==> config.mk <==
export PLATFORM = sky130hd
export DESIGN_NAME = ram_dumper
export DESIGN_NICKNAME = d
export VERILOG_FILES = /design/src/rtl/chip8_loader_pkg.sv /design/src/rtl/byte_packer.sv /design/src/rtl/ram_dumper.sv
export SDC_FILE = /design/constraint.sdc
export NUM_CORES = 1
export LEC_CHECK = 0
export ABC_CLOCK_PERIOD_IN_PS = 2600
export CAP_MARGIN = 20
export CORE_MARGIN = 2
export CORE_UTILIZATION = 30
export CTS_BUF_LIST = sky130_fd_sc_hd__clkbuf_2
export DETAILED_ROUTE_END_ITERATION = 12
export GPL_TIMING_DRIVEN = 0
export PLACE_DENSITY = 0.51
export SLEW_MARGIN = 20
export SYNTH_ARGS = -nofsm -noshare
export SYNTH_HDL_FRONTEND = slang
export SYNTH_HIERARCHICAL = 1
export SYNTH_SLANG_ARGS = --single-unit
==> constraint.sdc <==
create_clock -name clk -period 2.6 [get_ports clk]
set_input_delay 0.78 -clock clk [delete_from_list [all_inputs] [get_ports clk]]
set_output_delay 0.78 -clock clk [all_outputs]
set_load 0.02 [all_outputs]
==> src/rtl/chip8_loader_pkg.sv <==
// Shared definitions for the CHIP-8 SRAM load/dump path.
// Used by the ROM loader (host -> SRAM) and by ram_dumper (SRAM -> host).
// Contents:
//   SRAM_AW         - SRAM address width (4 KB space)
//   CHIP8_PROG_BASE - address where CHIP-8 programs start
//   state_t/ST_*    - FSM state codes shared by the loader and dumper
package chip8_loader_pkg;

  localparam int SRAM_AW = 12;

  localparam logic [SRAM_AW-1:0] CHIP8_PROG_BASE = 12'h200;

  typedef logic [2:0] state_t;

  localparam state_t ST_IDLE    = 3'd0;
  localparam state_t ST_READ    = 3'd1;
  localparam state_t ST_WAIT    = 3'd2;
  localparam state_t ST_CAPTURE = 3'd3;
  localparam state_t ST_SEND    = 3'd4;
  localparam state_t ST_RELEASE = 3'd5;
  localparam state_t ST_DONE    = 3'd6;

endpackage

==> src/rtl/byte_packer.sv <==
// Assembles SRAM bytes into a big-endian 32-bit word.
// The first byte of a word lands in [31:24], the fourth in [7:0].
// Ports:
//   clk    - system clock
//   reset  - synchronous active-high reset (word and lane cleared)
//   clear  - synchronous clear for starting a new word
//   insert - write data into the current lane and advance the lane
//   data   - byte to insert
//   word   - assembled word (lanes never written stay 0x00)
//   lane   - index of the next lane to be written (0..3)
module byte_packer (
  input  logic        clk,
  input  logic        reset,
  input  logic        clear,
  input  logic        insert,
  input  logic [7:0]  data,
  output logic [31:0] word,
  output logic [1:0]  lane
);

  // Lane n occupies bits [31-8n -: 8]; ~lane equals 3-lane, so the
  // bit offset of lane n is {~lane, 3'b000}.
  always_ff @(posedge clk) begin
    if (reset || clear) begin
      word <= '0;
      lane <= '0;
    end else if (insert) begin
      word[{~lane, 3'b000} +: 8] <= data;
      lane                       <= lane + 2'd1;
    end
  end

endmodule

==> src/rtl/ram_dumper.sv <==
// Streams a byte range of the CHIP-8 4 KB SRAM to the host control module
// as big-endian 32-bit words over a 4-phase req/ack handshake. The core is
// held in reset while a dump is in progress.
// Ports:
//   clk                 - system clock
//   reset               - synchronous active-high reset
//   start               - one-cycle pulse, begins a dump when idle
//   host_dumpdata_reset - synchronous abort from host, same effect as reset
//   host_dumpdata_size  - number of bytes to dump, sampled at start
//   sram_addr           - SRAM read address (wraps modulo 4096)
//   sram_rdata          - SRAM read data, valid RD_LAT cycles after address
//   sram_oe_n           - active-low SRAM read enable
//   host_dumpdata       - packed word presented to the host
//   host_dumpdata_req   - word valid / request to host
//   host_dumpdata_ack   - host acknowledge
//   dumping             - high from accepted start until the dump is done
//   rst_n               - core reset, low while in reset or dumping
module ram_dumper
  import chip8_loader_pkg::*;
#(
  parameter logic [SRAM_AW-1:0] BASE_ADDR = CHIP8_PROG_BASE,
  parameter int                 RD_LAT    = 1
) (
  input  logic               clk,
  input  logic               reset,
  input  logic               start,
  input  logic               host_dumpdata_reset,
  input  logic [15:0]        host_dumpdata_size,
  output logic [SRAM_AW-1:0] sram_addr,
  input  logic [7:0]         sram_rdata,
  output logic               sram_oe_n,
  output logic [31:0]        host_dumpdata,
  output logic               host_dumpdata_req,
  input  logic               host_dumpdata_ack,
  output logic               dumping,
  output logic               rst_n
);

  localparam logic [1:0] LAT = RD_LAT[1:0];

  state_t      state;
  logic [15:0] remaining;
  logic [1:0]  wait_cnt;
  logic        dumping_r;
  logic        sync_reset;
  logic        accept;
  logic        last_byte;
  logic        pk_clear;
  logic        pk_insert;
  logic [1:0]  lane;

  assign sync_reset = reset | host_dumpdata_reset;
  assign accept     = (state == ST_IDLE) & start & ~sync_reset;

  // The accepted start cycle already counts as dumping so the core is
  // held in reset from the very cycle the host asks for the dump.
  assign dumping = dumping_r | accept;
  assign rst_n   = ~(sync_reset | dumping);

  // A word is complete after its fourth byte or after the last byte of
  // the range, whichever comes first.
  assign last_byte = (lane == 2'd3) || (remaining == 16'd1);

  // The word buffer is cleared when a dump starts and when the host has
  // released a word and more bytes follow.
  assign pk_clear  = accept |
                     ((state == ST_RELEASE) & ~host_dumpdata_ack & (remaining != 16'd0));
  assign pk_insert = (state == ST_CAPTURE);

  byte_packer u_packer (
    .clk    (clk),
    .reset  (sync_reset),
    .clear  (pk_clear),
    .insert (pk_insert),
    .data   (sram_rdata),
    .word   (host_dumpdata),
    .lane   (lane)
  );

  // Main dump FSM. req is raised on the way into SEND so that an ack
  // already high on entry completes the transfer on the first SEND edge.
  always_ff @(posedge clk) begin
    if (sync_reset) begin
      state             <= ST_IDLE;
      sram_addr         <= BASE_ADDR;
      sram_oe_n         <= 1'b1;
      host_dumpdata_req <= 1'b0;
      dumping_r         <= 1'b0;
      remaining         <= '0;
      wait_cnt          <= '0;
    end else begin
      case (state)
        ST_IDLE: begin
          if (start) begin
            remaining <= host_dumpdata_size;
            sram_addr <= BASE_ADDR;
            dumping_r <= 1'b1;
            state     <= (host_dumpdata_size == 16'd0) ? ST_DONE : ST_READ;
          end
        end
        ST_READ: begin
          sram_oe_n <= 1'b0;
          wait_cnt  <= LAT;
          state     <= ST_WAIT;
        end
        ST_WAIT: begin
          wait_cnt <= wait_cnt - 2'd1;
          if (wait_cnt <= 2'd1) begin
            state <= ST_CAPTURE;
          end
        end
        ST_CAPTURE: begin
          sram_addr <= sram_addr + 12'd1;
          remaining <= remaining - 16'd1;
          if (last_byte) begin
            sram_oe_n         <= 1'b1;
            host_dumpdata_req <= 1'b1;
            state             <= ST_SEND;
          end else begin
            state <= ST_READ;
          end
        end
        ST_SEND: begin
          if (host_dumpdata_ack) begin
            host_dumpdata_req <= 1'b0;
            state             <= ST_RELEASE;
          end
        end
        ST_RELEASE: begin
          if (!host_dumpdata_ack) begin
            state <= (remaining == 16'd0) ? ST_DONE : ST_READ;
          end
        end
        ST_DONE: begin
          dumping_r <= 1'b0;
          state     <= ST_IDLE;
        end
        default: begin
          state <= ST_IDLE;
        end
      endcase
    end
  end

endmodule

# After elaboration in Yosys (flattened, before gate mapping)
# Cells that the tools add are included.
dict set report totals {
  ff_bits 70
  latch_bits 0
  ramBits 0
  rom_bits 0
  output_inout_bits 48
  elab_cells 78
  n_memories 0
}
dict set report op_classes {
  add_sub_neg 5
  mul 0
  n_div 0
  n_lt_le_gt_ge 1
  n_eq_ne 13
  n_shift 2
  mux 20
  n_bitwise 12
  n_reduce_logical 16
}
# cell count
set op_table {}
lappend op_table {{$bwmux W32} 1}
lappend op_table {{$logic_not A16 Y1} 2}
lappend op_table {{$pmux W16 S2} 1}
lappend op_table {{$shift A8 B7 Y32 const A} 1}
lappend op_table {{$shiftx A8 B7 Y32} 1}
lappend op_table {{$pmux W12 S2} 1}
lappend op_table {{$mux W3} 7}
lappend op_table {{$pmux W3 S6} 1}
lappend op_table {{$eq A16 B1 Y1 const B} 1}
lappend op_table {{$mux W16} 1}
lappend op_table {{$reduce_bool A16 Y1} 1}
lappend op_table {{$sub A16 B1 Y16 const B} 1}
lappend op_table {{$add A12 B1 Y12 const B} 1}
lappend op_table {{$mux W12} 1}
lappend op_table {{$ne A2 B2 Y1 const B} 5}
lappend op_table {{$reduce_bool A2 Y1} 5}
lappend op_table {{$eq A3 B3 Y1 const B} 3}
lappend op_table {{$neg A5 Y7} 1}
lappend op_table {{$eq A3 B2 Y1 const B} 2}
lappend op_table {{$pmux W1 S2} 3}
lappend op_table {{$reduce_and A2 Y1} 3}
lappend op_table {{$and A1 B1 Y1} 4}
lappend op_table {{$or A1 B1 Y1} 4}
lappend op_table {{$pmux W2 S2} 1}
lappend op_table {{12 further kinds} 17}

# Longest topological paths before layout
# Gate-level depths: netlist (run 1).
dict set report depth {
  ltp_word 6
  mapped_depth 9
  ltp_nobuf 7
}

# Cells and area by module
# Netlist (run 1), hierarchy kept.
# module n_inst cells_per_inst area_each_um2 seq_area_each_um2
set by_module_without_submodules {}
lappend by_module_without_submodules {ram_dumper 1 273 2222.1 720.7}
lappend by_module_without_submodules {byte_packer 1 148 1396.3 680.7}

# Worst setup path after synthesis (run 1)
# Ideal clock, no wire load.
dict set report synth_timing {
  path_kind {input to output}
  start {input host_dumpdata_reset}
  end {output rst_n}
  arrival_ps 1775
  path_slack_ps 45
  stages 5
  cell_sequence {nor2_1 inv_1 clkbuf_1 clkbuf_1 nor2_1}
}
dict set report synth_via {
  elab_chain_cells 6
}
# item line
set synth_rtl {}
lappend synth_rtl {{from (decl)} ram_dumper.sv:27} ;# input logic host_dumpdata_reset,
lappend synth_rtl {{$or A1 B1 Y1 (*)} ram_dumper.sv:52} ;# assign sync_reset = reset | host_dumpdata_reset;
lappend synth_rtl {{via sync_reset} ram_dumper.sv:45} ;# logic sync_reset;
lappend synth_rtl {{$not A1 Y1} ram_dumper.sv:53} ;# assign accept = (state == ST_IDLE) & start & ~sync_reset;
lappend synth_rtl {{$and A1 B1 Y1} ram_dumper.sv:53}
lappend synth_rtl {{$or A1 B1 Y1} ram_dumper.sv:57} ;# assign dumping = dumping_r | accept;
lappend synth_rtl {{$or A1 B1 Y1 (*)} ram_dumper.sv:58} ;# assign rst_n = ~(sync_reset | dumping);
lappend synth_rtl {{$not A1 Y1 (*)} ram_dumper.sv:58}
lappend synth_rtl {{to (decl)} ram_dumper.sv:36} ;# output logic rst_n
# The timed path passes the listed nets; every way through them passes the cells marked *.

# Worst setup path in the final report (run 1)
dict set report layout_timing {
  start {input start}
  end {output rst_n}
}
dict set report layout_via {
  elab_chain_cells 5
}
# item line
set layout_rtl {}
lappend layout_rtl {{from (decl)} ram_dumper.sv:26} ;# input logic start,
lappend layout_rtl {{$and A1 B1 Y1 (2 in series)} ram_dumper.sv:53}
lappend layout_rtl {{$or A1 B1 Y1} ram_dumper.sv:57}
lappend layout_rtl {{$or A1 B1 Y1} ram_dumper.sv:58}
lappend layout_rtl {{$not A1 Y1} ram_dumper.sv:58}
# Every way passes these cells.

==> run metrics, run 1 <==
r2r endpoint=u_packer/word[20]$_SDFFE_PP0P_; layout cells sized above 1=a little over an eighth; Design Area, Final=~0.0048 mm2; Die Wd=around 110 um; clock tree buffer depth=2; RSZ-0062 raised after global routing=true; f_max=between 300 and 400 MHz; total grt overflow=0; IO Count=between 70 and 80; Die Height=around 110 um; Final Hold Violating Endpoints=0; routed length per placed instance=approximately 17 um; Seq/Total Area, Yosys=38.7%; Final WS setup=around 0.043 ns; Reg2Reg Depth=9; Hold Crit Start=u_packer/word[28]$_SDFFE_PP0P_; gp weighted congestion=0.847; Hold Path Sink=u_packer/word[28]$_SDFFE_PP0P_; area of placed instances=roughly 0.0046 mm2; Pleak=between 1.5 and 2 nW; FF-to-FF Start=remaining[0]$_SDFFE_PN0P_; initial core utilization=30.4%; Synth Flop Type=dfxtp_1; Rows=40; antenna cell count=0; Synth top cells by count=dfxtp_1, nor2_1, nand2_1; max_slew headroom=60.6%; number of CTS-inserted buffers=9; detailed-route vias per instance=roughly 5.5; CTS Root Cell=clkbuf_2; Setup crit start kind=input pin; drt first pass iters=4; initial drt markers=180; Setup-failing EPs final=0; die area=between 0.01 and 0.015 mm2; top cell type's share of synthesized area=roughly two fifths; top fanout value on the critical path=6; Min Clock Period, post-route=2.56 ns; drt drc=0; FF-to-FF setup slack=0.23 ns; top post-synthesis cells by area=dfxtp_1, nor2_1, a32oi_1, a21oi_1, nand2_1; vias in the first global route=between 3k and 4k; H-tree Lvls=3; #FFs+latches synth=70; Syn Area/Cell=8.59 um2; peak supply drop=0.200 mV; final wirelength=between 10,000 and 15,000 um; element type at the critical path end=output port; placed wire-length estimate=8250 um; synth warn=6; CP required=between 1.5 and 2 ns; post-route ant nets=0; post-synth cell types=70; Cell Pwr Density=around 440 mW/mm2; first-pass GRT wire length=18,200 um; Via Count=between 3k and 4k; clk_lat worst skew=0.57 ns; hold depth=2; I/O Buffers=76; clock sinks=70; max-slew violation count=0; Crit path arrival time=between 1.5 and 2 ns; actual slew at the worst max-slew pin=about 0.59 ns; max_cap viols=0; CTS tree=done; Worst Skew=~0.029 ns; area grow syn2layout=33.0%; Final Core Density=about two fifths; Placed Cells=approximately 640; area leader, netlist=dfxtp_1; Final period util=a little over nine tenths; Min-Delay Path Class=flop to flop; CP Class=input pin to output port; status=complete, no violations; clock slew at reported path FFs=approximately 0.17 ns; Design Power=approximately 2.1 mW; pre-CTS WS=-1.34 ns; cts hold-fix bufs=0; EDFF count, synth=0; Post-Syn Area=~0.0036 mm2; Synth Instances=~420; initial antenna violation count=0; Final Non-Filler Cells=665; most numerous cell in the Yosys netlist=dfxtp_1; asr flop ratio synth=0%; largest net degree at the start of global routing=14; Core Region=0.0119 mm2; gr usage total=between 15 and 20%; Syn Nets=approximately 460; nets=about 550
-- cells by family after synthesis --
| kind of cell | share of synthesized area (%) |
|---|---|
| xor+xnor | 0.242 |
| compound gates | 23.3 |
| buf+inv | 5.08 |
| fa+ha+maj | 3.11 |
| flops | 38.7 |
| simple gates | 27.8 |
| mux | 1.76 |
-- critical path, stage by stage --
cell and delay, ns:
clkdlybuf4s15_2 0.24, nor4b_4 0.26, clkbuf_8 0.19, a21o_1 0.12, nor2_1 0.04, buf_4 0.15
-- metal layers --
metal | share of wire (%) | track usage [%] | vias up | routed length, um
li1 | - | - | 1781 | -
met1 | 47 | 23.7 | 1765 | 5290
met2 | 47 | 27.9 | 110 | 5290
met3 | 4.7 | 4.62 | 16 | 536
met4 | 2.1 | 7.56 | 0 | 236
met5 | 0 | 0 | - | 0
-- state kept, by name, summed over array words and instances (netlist names) --
name               flops
dumping_r              1
host_dumpdata_req      1
remaining             16
sram_addr             12
sram_oe_n              1
state                  3
u_packer/lane          2
u_packer/word         32
wait_cnt               2
-- worst max-delay path by stage --
| stage | endpoint | start |
|---|---|---|
| after floorplan | rst_n | host_dumpdata_reset |
| after global placement | rst_n | host_dumpdata_reset |
| after detailed placement | rst_n | host_dumpdata_reset |
| after CTS | rst_n | state[2]$_SDFFE_PN0P_ |
| after global routing | rst_n | state[2]$_SDFFE_PN0P_ |
| final | rst_n | start |
-- area by class of cell --
| type | instances | area, um2 |
|---|---|---|
| multi-input cells | 312 | 2060 |
| plain buffers | 25 | 171 |
| well taps | 147 | 184 |
| clock inverters | 6 | 85.1 |
| inverters | 11 | 46.3 |
| flip-flops and latches | 70 | 1410 |
| fillers | 1232 | 7100 |
| repair buffers | 84 | 812 |
| clock buffers | 10 | 50.0 |
-- what timing repair did --
action,4_1_cts,5_1_grt
endpoints found under the setup margin,22,28
resized for setup,34,1
pin swaps,2,0
setup buffers,8,0
-- where the power goes --
part / leakage [nW] / internal (mW) / switching (mW) / total (mW)
Clock: 0.0800 / 0.320 / 0.421 / 0.742
Sequential: 0.567 / 1.08 / 0.0177 / 1.10
Combinational: 1.02 / 0.118 / 0.143 / 0.261
Total: 1.66 / 1.52 / 0.582 / 2.10
-- per-stage QoR --
stage	TNS (ns)	hold slack [ns]
after CTS	0	0.477
after floorplan	0	0.454
after global placement	-28.09	0.448
after global routing	-0.0393	0.507
after detailed placement	-28.45	0.455
final	0	0.471
-- placed cells by master, fill, tap and decap left out, types with 10 or more instances in the layout --
cell type	Yosys	layout
clkdlybuf4s50_1	0	71
dfxtp_1	70	68
nor2_1	53	52
nand2_1	32	32
a21oi_1	28	28
nand3_1	22	22
a32oi_1	17	17
o21ai_0	11	11
clkbuf_2	1	11
buf_4	1	10
Note: power is estimated with default switching activity, not from simulation.
==> inputs of run 2 (changes only) <==
--- a/config.mk
+++ b/config.mk
@@ -8,11 +8,11 @@
 export ABC_CLOCK_PERIOD_IN_PS = 2600
 export CAP_MARGIN = 20
 export CORE_MARGIN = 2
-export CORE_UTILIZATION = 30
+export CORE_UTILIZATION = 35
 export CTS_BUF_LIST = sky130_fd_sc_hd__clkbuf_2
 export DETAILED_ROUTE_END_ITERATION = 12
 export GPL_TIMING_DRIVEN = 0
-export PLACE_DENSITY = 0.51
+export PLACE_DENSITY = 0.58
 export SLEW_MARGIN = 20
 export SYNTH_ARGS = -nofsm -noshare
 export SYNTH_HDL_FRONTEND = slang
==> run metrics, run 2 (same netlist as run 1, synthesis figures left out) <==
Final period util=about 98%; Die Height=106 um; antenna cell count=0; I/O Buffers=76; H-tree Lvls=3; top fanout value on the critical path=6; Setup crit start kind=input pin; CTS tree=done; area grow syn2layout=32.5%; Cell Pwr Density=roughly 420 mW/mm2; Final Non-Filler Cells=656; initial drt markers=~170; element type at the critical path end=output port; Design Power=roughly 2 mW; number of CTS-inserted buffers=9; Placed Cells=~630; die area=between 0.01 and 0.015 mm2; met2 wire length=5090 um; number of fillers in the final layout=1,031; RSZ-0062 raised after global routing=true; IO Count=77; Rows=37; layout cells sized above 1=roughly 13%; max_slew headroom=between 60% and 70%; CTS Root Cell=clkbuf_2; detailed-route vias per instance=around 5.5; setup tns final=0 ns; CP required=~1.8 ns; clock sinks=70; DR top layer=met4; most frequent cells in the layout=clkdlybuf4s50_1, dfxtp_1, nor2_1; most common cell after layout, fill and taps aside=clkdlybuf4s50_1; first-pass GRT wire length=between 15,000 and 20,000 um; Top reg by flops=u_packer/word; Die Wd=roughly 110 um; drt drc=0; Min Clock Period, post-route=between 2 and 3 ns; Pleak=between 1.5 and 2 nW; nets=between 500 and 600; Reg2Reg Depth=9; vias in the first global route=3,404; gr usage total=between 10% and 20%; peak supply drop=about 0.16 mV; Core Region=~0.010 mm2; initial core utilization=roughly 36%; clock slew at reported path FFs=around 0.19 ns; Crit path arrival time=1.76 ns; CP Class=input pin to output port; Met1 Wirelength=about 4900 um; Min-Delay Path Class=flop to flop; clock tree buffer depth=2; clk_lat worst skew=roughly 0.55 ns; actual slew at the worst max-slew pin=~0.58 ns; gp weighted congestion=between 0.8 and 0.9; f_max=roughly 390 MHz; area of placed instances=0.00455 mm2; Final Hold Violating Endpoints=0; Via Count=3,630; Design Area, Final=approximately 0.0048 mm2; max_cap viols=0; met3 WL post-DR=between 600 and 700 um; total grt overflow=0; Setup-failing EPs final=0; post-route ant nets=0; initial antenna violation count=0; final wirelength=about 11,000 um; drt first pass iters=4; routed length per placed instance=16.6 um; largest net degree at the start of global routing=14; max-slew violation count=0; max FFs per register=32; status=complete, no violations; biggest regs=u_packer/word: 32 flops, remaining: 16 flops, sram_addr: 12 flops; Worst Skew=approximately 0.048 ns; hold depth=2; placed wire-length estimate=a little under 8000 um; cts hold-fix bufs=0
==> run 2: final cells by class <==
class                   count  area [um2]  area share [%]
clock buffers               9        45.0           0.940
inverters                  11        46.3           0.966
multi-input cells         312        2060            42.9
flip-flops and latches     70        1410            29.4
clock inverters             7        72.6            1.51
repair buffers             85         820            17.1
plain buffers              26         175            3.65
well taps                 136         170            3.55
==> run 2: final timing paths <==
kind | from | to | slack (ns)
max | start | rst_n | 0.06
max reg2reg | state[1]$_SDFFE_PN0P_ | u_packer/word[23]$_SDFFE_PP0P_ | 0.21
min reg2reg | u_packer/word[27]$_SDFFE_PP0P_ | u_packer/word[27]$_SDFFE_PP0P_ | 0.47
min | u_packer/word[27]$_SDFFE_PP0P_ | u_packer/word[27]$_SDFFE_PP0P_ | 0.47
==> run 2: timing repair <==
| action | CTS | global route |
|---|---|---|
| gates resized for setup | 32 | 3 |
| setup endpoints to repair | 22 | 22 |
| setup buffers | 6 | 3 |
| pin swaps | 2 | 2 |
==> run 2: critical path, cell delays in order <==
cell,delay [ns]
clkdlybuf4s15_2,0.24
nor4b_4,0.25
clkbuf_8,0.18
a21o_1,0.12
nor2_1,0.04
buf_4,0.15
==> run 2: metrics by stage <==
stage          setup slack, ns  util, %  hold slack, ns
6_report                0.0602     47.1           0.468
5_1_grt               -0.00151     47.1           0.495
4_1_cts                 0.0235     46.7           0.470
3_5_place_dp             -1.26     44.7           0.447
3_3_place_gp             -1.26     44.7           0.446
2_1_floorplan           0.0451        -           0.454
==> run 2: report_power, final <==
group | internal [mW] | leakage [nW] | switching [mW]
combinational | 0.118 | 1.02 | 0.142
clock | 0.222 | 0.0683 | 0.433
sequential | 1.08 | 0.567 | 0.0177
==> run 2: routing by layer <==
metal / vias up / GRT usage, %
met4: 0 / 9.30
met5: - / 0
met1: 1704 / 26.1
li1: 1778 / -
met2: 129 / 30.6
met3: 19 / 4.21
==> inputs of run 3 (changes only) <==
--- a/config.mk
+++ b/config.mk
@@ -11,10 +11,10 @@
 export CORE_UTILIZATION = 35
 export CTS_BUF_LIST = sky130_fd_sc_hd__clkbuf_2
 export DETAILED_ROUTE_END_ITERATION = 12
+export GPL_ROUTABILITY_DRIVEN = 0
 export GPL_TIMING_DRIVEN = 0
 export PLACE_DENSITY = 0.58
 export SLEW_MARGIN = 20
 export SYNTH_ARGS = -nofsm -noshare
 export SYNTH_HDL_FRONTEND = slang
-export SYNTH_HIERARCHICAL = 1
 export SYNTH_SLANG_ARGS = --single-unit
==> run metrics, run 3 <==
status=complete, no violations; biggest regs=u_packer.word: 32 flops, remaining: 16 flops, sram_addr: 12 flops; setup tns final=0 ns; Min Clock Period, post-route=between 2 and 3 ns; Synth Instances=440; Clk network pwr share=approximately a third; initial antenna violation count=0; post-synth cell types=just under 50; Pleak=~1.5 nW; Final period util=a little over nine tenths; max_slew headroom=about two fifths; top fanout value on the critical path=2; Cell Pwr Density=roughly 440 mW/mm2; Min-Delay Path Class=flop to flop; initial drt markers=257; Placed Cells=around 650; Setup-failing EPs final=0; area leader, netlist=dfxtp_1; first-pass GRT wire length=~17,000 um; clock sinks=70; Syn Nets=about 480; Core Region=0.00964 mm2; max incr delay on CP=0.27 ns; most common cell after layout, fill and taps aside=nand2_1; asr flop ratio synth=0%; top post-synthesis cells by area=dfxtp_1, nand2_1, a21oi_1, nand3_1, nor2_1; most frequent cells in the layout=nand2_1, clkdlybuf4s50_1, dfxtp_1; element type at the critical path end=output port; CP required=1.82 ns; top cell type's share of synthesized area=a little over 40%; CTS tree=done; Worst Setup EP=rst_n; drt drc=0; clk_lat worst skew=0.54 ns; CP top delay family=buffers and inverters; actual slew at the worst max-slew pin=around 0.9 ns; Synth Flop Type=dfxtp_1; die area=roughly 0.011 mm2; layout cells sized above 1=roughly 8.6%; largest net degree at the start of global routing=16; most numerous cell in the Yosys netlist=nand2_1; Setup crit start kind=input pin; CP bufs+invs=3; clock slew at reported path FFs=0.24 ns; Rows=36; switching power=between 500 and 600 uW; r2r endpoint=u_packer.word[13]$_SDFFE_PP0P_; vias in the first global route=roughly 3.4k; max_cap viols=0; number of CTS-inserted buffers=9; Logic pwr share=between 10% and 20%; I/O Buffers=76; Critical Path, Cell by Cell=dlygate4sd2_1, or2_4, clkbuf_16, nor3_4, buf_6; routed length per placed instance=between 15 and 20 um; sw frac=between 20% and 30%; max FFs per register=32; cts hold-fix bufs=0; post-route ant nets=0; WP depth=5; EDFF count, synth=0; Final Hold Violating Endpoints=0; final wirelength=10,600 um; Die Wd=103 um; area grow syn2layout=32.6%; H-tree Lvls=3; CP max-delay cell=dlygate4sd2_1; Syn Area/Cell=7.79 um2; detailed-route vias per instance=roughly 5.4; Internal=~1.4 mW; Synth top cells by count=nand2_1, dfxtp_1, a21oi_1; IO Count=77; Final Non-Filler Cells=670; drt first pass iters=7; FF-to-FF Start=state[0]$_SDFFE_PN0P_; antenna cell count=0; initial core utilization=a little over a third; Flop pwr share=54.8%; f_max=roughly 400 MHz; Worst Skew=around 0.043 ns; Reg2Reg Depth=6; nets=~570; Via Count=approximately 3.6k; gr usage total=20.8%; peak supply drop=0.209 mV; CTS Root Cell=clkbuf_2; FF-to-FF setup slack=0.17 ns; Post-Syn Area=between 0.003 and 0.004 mm2; Seq/Total Area, Yosys=around two fifths; RSZ-0062 raised after global routing=true; max-slew violation count=0; clock tree buffer depth=2; #FFs+latches synth=70; synth warn=0; total grt overflow=0; Critical path origin=host_dumpdata_reset; Crit path arrival time=roughly 1.8 ns; Die Height=roughly 100 um; Top reg by flops=u_packer.word; CP Class=input pin to output port; placed wire-length estimate=between 7000 and 8000 um
==> run 3: worst min path at each step <==
| stage | from | endpoint | slack, ns | depth (start not counted) |
|---|---|---|---|---|
| 2_1_floorplan | wait_cnt[0]$_SDFFE_PN0P_ | wait_cnt[0]$_SDFFE_PN0P_ | 0.46 | 2 |
| 4_1_cts | u_packer.word[20]$_SDFFE_PP0P_ | u_packer.word[20]$_SDFFE_PP0P_ | 0.47 | 2 |
| 6_report | u_packer.word[20]$_SDFFE_PP0P_ | u_packer.word[20]$_SDFFE_PP0P_ | 0.47 | 2 |
| 3_5_place_dp | u_packer.word[11]$_SDFFE_PP0P_ | u_packer.word[11]$_SDFFE_PP0P_ | 0.45 | 2 |
| 3_3_place_gp | u_packer.word[19]$_SDFFE_PP0P_ | u_packer.word[19]$_SDFFE_PP0P_ | 0.44 | 2 |
| 5_1_grt | u_packer.word[23]$_SDFFE_PP0P_ | u_packer.word[23]$_SDFFE_PP0P_ | 0.49 | 2 |
==> run 3: metrics by stage <==
step / cell area, um2 / setup slack (ns) / utilization, % / power, mW / hold slack (ns)
after floorplan: 3430 / 0.138 / - / 1.25 / 0.459
after global placement: 4360 / -0.983 / 45.2 / 1.36 / 0.440
after detailed placement: 4360 / -1.03 / 45.2 / 1.36 / 0.446
after CTS: 4500 / 0.0101 / 46.7 / 2.02 / 0.470
after global routing: 4550 / -0.0242 / 47.2 / 2.10 / 0.489
final: 4550 / 0.0638 / 47.2 / 2.01 / 0.468
==> run 3: layout make-up <==
| cell class | instances | area [um2] |
|---|---|---|
| buffer | 21 | 110 |
| clock buffer | 9 | 45.0 |
| clock inverter | 7 | 73.8 |
| fill | 1019 | 5090 |
| inverter | 8 | 30.0 |
| multi-input combinational | 337 | 1890 |
| sequential | 70 | 1410 |
| tap | 133 | 166 |
| timing repair buffer | 85 | 823 |
==> run 3: power groups by stage <==
| stage | Clock (mW) | Sequential (mW) | Combinational (mW) |
|---|---|---|---|
| after floorplan | 0 | 1.12 | 0.130 |
| after global placement | 0 | 1.12 | 0.236 |
| after detailed placement | 0 | 1.12 | 0.236 |
| after CTS | 0.673 | 1.10 | 0.240 |
| after global routing | 0.724 | 1.11 | 0.274 |
| final | 0.659 | 1.10 | 0.251 |
==> run 3: worst reg2reg max path, cell delays in order, from the launching register on <==
cell and delay (ns):
dfxtp_4 0.42, buf_4 0.14, or4b_2 0.65, clkbuf_1 0.26, nand3_1 0.37, clkbuf_1 0.41, a21oi_1 0.07
==> run 3: metal layers <==
layer / GRT usage (%) / share of wire, % / wire [um] / vias to the layer above
met4: 7.49 / 1.9 / 200 / 0
met3: 4.27 / 6.6 / 703 / 17
met2: 34.6 / 47 / 4990 / 164
met5: 0 / 0 / 0 / -
met1: 26.7 / 44 / 4680 / 1686
li1: - / - / - / 1766
==> run 3: kinds of logic (layout without fill, tap and decap cells) <==
kind of cell	Yosys count	after routing	share of synthesized area (%)
AO/OA/AOI/OAI	100	100	17.7
XOR/XNOR	2	2	0.511
adder cells (fa/ha/maj)	8	8	2.92
buffers and inverters	33	130	5.11
flip-flops	70	70	40.9
multiplexers	8	8	2.55
AND/OR/NAND/NOR	219	219	30.4
==> run 3: what timing repair did <==
action	in CTS	in global routing
hold endpoints to repair	0	0
buffers inserted	4	5
endpoints found under the setup margin	2	2
gates resized for setup	22	7
pin swaps	1	1
